## src/rtl/ex_mem_buffer.sv

```systemverilog
// EX/MEM pipeline register with the architectural condition-code register (CCR).
// Optional FLAG_PRESERVE_EN adds intSave/rtiRestore and a shadow CCR for interrupt entry/return.
module ex_mem_buffer #(
  parameter int DATA_W = 16,
  parameter int REG_AW = 3
) (
  input  logic              clk,
  input  logic              reset,
  input  logic              stall,
  input  logic              flush,
  input  logic              inValid,
  input  logic [DATA_W-1:0] ALUResult,
  input  logic [DATA_W-1:0] ALUfirstOperand,
  input  logic [3:0]        newStatus,
  input  logic [2:0]        flagWrite,
  input  logic              setCarry,
  input  logic              clrCarry,
  input  logic [2:0]        flagClear,
  input  logic              writeBack,
  input  logic              memRead,
  input  logic              memWrite,
  input  logic [REG_AW-1:0] destReg,
`ifdef FLAG_PRESERVE_EN
  input  logic              intSave,
  input  logic              rtiRestore,
`endif
  output logic              exValid,
  output logic [DATA_W-1:0] exALUResult,
  output logic [DATA_W-1:0] exStoreData,
  output logic [REG_AW-1:0] exDestReg,
  output logic              exWriteBack,
  output logic              exMemRead,
  output logic              exMemWrite,
  output logic [2:0]        flags
);

  logic [2:0] ccrNext;
  logic       advance;
  logic       unusedStatusValid;

  // The execute stage's own valid bit in newStatus is redundant with inValid.
  assign unusedStatusValid = newStatus[3];
  assign advance = !stall && !flush;

  // Lowest priority applied first so later assignments win per bit: write, carry force, clear.
  always_comb begin
    ccrNext = flags;
    for (int i = 0; i < 3; i++) begin
      if (flagWrite[i]) ccrNext[i] = newStatus[i];
    end
    if (clrCarry) ccrNext[2] = 1'b0;
    if (setCarry) ccrNext[2] = 1'b1;
    for (int i = 0; i < 3; i++) begin
      if (flagClear[i]) ccrNext[i] = 1'b0;
    end
  end

`ifdef FLAG_PRESERVE_EN
  logic [2:0] shadow;
`endif

  always_ff @(posedge clk) begin
    if (reset) begin
      exValid     <= 1'b0;
      exALUResult <= '0;
      exStoreData <= '0;
      exDestReg   <= '0;
      exWriteBack <= 1'b0;
      exMemRead   <= 1'b0;
      exMemWrite  <= 1'b0;
      flags       <= 3'b000;
`ifdef FLAG_PRESERVE_EN
      shadow      <= 3'b000;
`endif
    end else begin
      if (flush) begin
        exValid     <= 1'b0;
        exWriteBack <= 1'b0;
        exMemRead   <= 1'b0;
        exMemWrite  <= 1'b0;
        exALUResult <= ALUResult;
        exStoreData <= ALUfirstOperand;
        exDestReg   <= destReg;
      end else if (!stall) begin
        exValid     <= inValid;
        exALUResult <= ALUResult;
        exStoreData <= ALUfirstOperand;
        exDestReg   <= destReg;
        exWriteBack <= writeBack && inValid;
        exMemRead   <= memRead && inValid;
        exMemWrite  <= memWrite && inValid;
        if (inValid) flags <= ccrNext;
      end
`ifdef FLAG_PRESERVE_EN
      // Restore overrides every other CCR source, even under stall or flush.
      if (rtiRestore) begin
        flags <= shadow;
      end else if (intSave && advance) begin
        shadow <= inValid ? ccrNext : flags;
      end
`endif
    end
  end

endmodule
```

## config.mk

```make
export PLATFORM = sky130hd
export DESIGN_NAME = ex_mem_buffer
export DESIGN_NICKNAME = d
export VERILOG_FILES = /design/src/rtl/ex_mem_buffer.sv
export SDC_FILE = /design/constraint.sdc
export NUM_CORES = 1
export LEC_CHECK = 0
export CAP_MARGIN = 20
export CORE_ASPECT_RATIO = 0.7
export CORE_UTILIZATION = 38
export DETAILED_ROUTE_END_ITERATION = 6
export GPL_ROUTABILITY_DRIVEN = 0
export GPL_TIMING_DRIVEN = 0
export PLACE_DENSITY_LB_ADDON = 0.3
export SETUP_SLACK_MARGIN = 0.15
export SLEW_MARGIN = 25
export SYNTH_ARGS = -nofsm -noshare
export SYNTH_HDL_FRONTEND = slang
export SYNTH_SLANG_ARGS = --single-unit
```

## constraint.sdc

```tcl
create_clock -name clk -period 2.2 [get_ports clk]
set_input_delay 0.22 -clock clk [delete_from_list [all_inputs] [get_ports clk]]
set_output_delay 0.22 -clock clk [all_outputs]
set_load 0.01 [all_outputs]
```

Word level (Yosys, flattened, before mapping):

Cells that the tools add are included.
Widths: inputs -> output; s select.

* logic and storage cells: 37
* output and inout port bits: 42
* memories: 0
* memory bits (writable): 0
* memory bits (read-only): 0
* bits in latches: 0
* flip-flop bits (word level): 42

* multiplexer cells: 14
* shift operators: 0
* reductions and logical operators: 10
* $lt $le $gt $ge: 0
* bitwise gates (word level): 2
* eq/ne operators: 1
* divide/modulo/power cells: 0
* multiply operators: 0
* $add $sub $neg: 0

Operators with widths (number)
* $mux 16: 4
* $reduce_and 4->1: 3
* $mux 1: 8
* $mux 3: 2
* $reduce_bool 2->1: 2
* $reduce_bool 4->1: 1
* $logic_and 1x1->1: 3
* $ne 2x1->1 const B: 1
* $not 1->1: 2
* $reduce_or 2->1: 1

Depth between registers and ports, before layout:

* depth after elaboration: 4
* mapped depth: 5
* gate-level depth less buffers: 3

Least setup slack after synthesis:

OpenSTA, ideal clock, no wires.

* kind: input port to flip-flop
* start: input stall
* end: register flags[0]
* required time: 2130 ps
* stages: 3
* setup time: 70 ps
* path slack: 1069 ps
* arrival: 1061 ps
* buffers on the path: 0
* path through: or3b_4 -> or3_1 -> a21oi_1

* cells in the longest elaborated chain, start to end: 2

RTL lines
* from (decl): line 9 `input logic stall,`
* $not 1->1 (no line)
* $reduce_and 4->1 (no line)
* to (signal assigned): line 92 `if (inValid) flags <= ccrNext;`
* to (decl): line 34 `output logic [2:0] flags`

Every way passes these cells.
A chain may end at the register's enable or synchronous reset.

Final worst setup path:

* start: input stall
* end: register flags[1]

The elaborated chain is that of the path after synthesis.

==> metrics.cfg <==
[status]
outcome = complete, no violations

[clocking]
cts.sink_count = 42
cts-root-buf = clkbuf_8
cts_buffer_depth = 2
cts_hold_buf = 0
numCtsBuffers = 5
cts_tree = built
cts_resized = 0
post_cts_buffers = 0
cts.clk_slew.worst_paths_ns = 0.07
htreeDepth = 2
insertion_delay_ns = 0.29

[floorplanning]
die_y_microns = 54.6
rows = 18
ios = 97
dieWidth_microns = 77.1
coreArea_sq_um = 3650
start_util = 0.412
die_area_sq_um = 4210

[grt]
grt_start_max_net_pins = 13
track_usage = 0.200
grt_overflow = 0
antenna_found_initial = 0
grt_pass1_vias = 1446
grt_pass1_wl_mm = 6.34

[critical_path]
arrival_ns = 1.72
cp_slowest_cell = clkdlybuf4s50_1
critical_path_buf_inv_count = 1
critPathCaptureType = flip-flop
crit_path_max_fanout = 8
critPathMaxStageDelay_ns = 0.53
path_cells = clkdlybuf4s50_1 > or3b_4 > or3_1 > a21oi_1
cp-start-kind = primary input
crit_family = simple AND/OR/NAND/NOR gates
crit_required_ns = 2.42
critPathKind = primary input to flip-flop

[timing]
setup_viol = 0
tns_ns = 0
fmax_ghz = 0.666
slew_headroom = 0.691
min_period_ns = 1.50
drv_slew = 0
worstMarginPinSlew_ns = 0.463
grt_setup_unrepaired = false
fin_crit_sh = 0.683
clock_skew_ns = 0
hold_viol = 0
fin_hold_ws_ns = 0.343

[place]
io_buffers = 94
hpwlAfterDp_mm = 2.90

[synth]
synthCells = 188
ys_seq_elements = 42
syn-num-nets = 243
synth_area_sq_um = 1500
yosys_warnings = 0
syn_area_per_cell_sq_um = 7.99
yosysSeqAreaShare = 0.560
yosysUniqueCellTypes = 18

[routing]
antenna_left = 0
first_pass_iters = 4
routed_wl_mm = 4.04
post-route-drc-count = 0
vias = 1609
drt_iter0_drc = 43
detail_route.wl_per_cell_microns = 11.9
via_per_inst = 4.75

[run]
maxCapViolations = 0

[power_and_ir_drop]
power_leakage_nw = 1.03
powerDensity_nw_per_um2 = 662
ir_drop_uv = 484

[cells_and_area]
num_antenna_cells = 0
layout-drive-gt1-share = 0.0554
final_nets = 344
fillers = 317
area_growth_pct = 74.3

[hold_path]
hold_class = primary input to flip-flop

==> stage by stage <==
stage / std cells / utilization / instance area [sq um] / setup slack (ns) / power, mW
final: 339 / 0.717 / 2620 / 0.698 / 1.73
after global routing: 339 / 0.717 / 2620 / 0.629 / 1.81
after CTS: 339 / 0.717 / 2620 / 0.726 / 1.75
after detailed placement: 332 / 0.687 / 2500 / 0.420 / 1.14
after global placement: 332 / 0.687 / 2500 / 0.451 / 1.13
after floorplan: 188 / - / 1500 / 1.07 / 0.939
==> synthesized netlist by cell type, drive strengths merged <==
library cell,number,area share
nand2,72,0.18
dfxtp,42,0.56
a21oi,38,0.13
buf,8,0.027
clkbuf,5,0.013
nor3,4,0.013
a22oi,3,0.015
o21ai,3,0.010
nor2,2,0.0050
nor2b,2,0.0083
or3,2,0.0083
a31oi,1,0.0042
and2b,1,0.0050
inv,1,0.0025
nor4,1,0.0042
o41ai,1,0.0058
or2b,1,0.0050
or3b,1,0.0075
==> power breakdown <==
group	total, mW	switching (mW)	internal [mW]	leakage (nW)
clock network	0.612	0.249	0.363	0.0573
registers	0.822	0.0200	0.802	0.347
logic	0.299	0.115	0.183	0.621
total	1.73	0.384	1.35	1.03
==> metal layers <==
layer / track usage / part of all wire
met1: 0.241 / 0.47
met2: 0.327 / 0.44
met3: 0.0717 / 0.089
met4: 0.0943 / 0.0040
met5: 0 / 0
==> area by class of cell <==
class                   instances  area (sq um)  share of cell area
repair buffers                 94           941               0.359
plain buffers                  13          58.8              0.0225
clock buffers                   6          82.6              0.0315
clock inverters                 1          30.0              0.0115
flip-flops and latches         42           841               0.321
multi-input cells             132           598               0.228
well taps                      50          62.6              0.0239
inverters                       1          3.75             0.00143
==> cells in the final DEF (no fill, tap or decap), drive strengths merged <==
cell	count
nor2b	2
inv	1
nor3	4
o41ai	1
buf	8
bufinv	1
clkbuf	11
o21ai	3
or3	2
or2b	1
a21oi	38
nor2	2
nand2	72
nor4	1
dfxtp	42
and2b	1
or3b	1
a22oi	3
clkdlybuf4s50	94
a31oi	1
==> sequential cells by signal, indices dropped and copies added (netlist names) <==
register	flops
exWriteBack	1
exValid	1
exDestReg	3
exMemWrite	1
exStoreData	16
exALUResult	16
flags	3
exMemRead	1
==> cell families (layout without fill, tap and decap cells) <==
kind of cell	after synthesis	after routing	share of synthesized area
simple gates	86	86	0.237
flops	42	42	0.560
buf+inv	14	115	0.0417
compound gates	46	46	0.162
==> final timing paths <==
| kind | startpoint | to | slack [ns] | depth (start not counted) |
|---|---|---|---|---|
| worst max-delay path | stall | flags[1] | 0.70 | 4 |
| worst min-delay path | reset | exMemRead | 0.34 | 2 |
| worst max register to register | flags[2] | flags[2] | 1.47 | 3 |
| worst min register to register | exStoreData[12] | exStoreData[12] | 0.45 | 2 |
No activity file was read; power rests on OpenSTA's default activity.
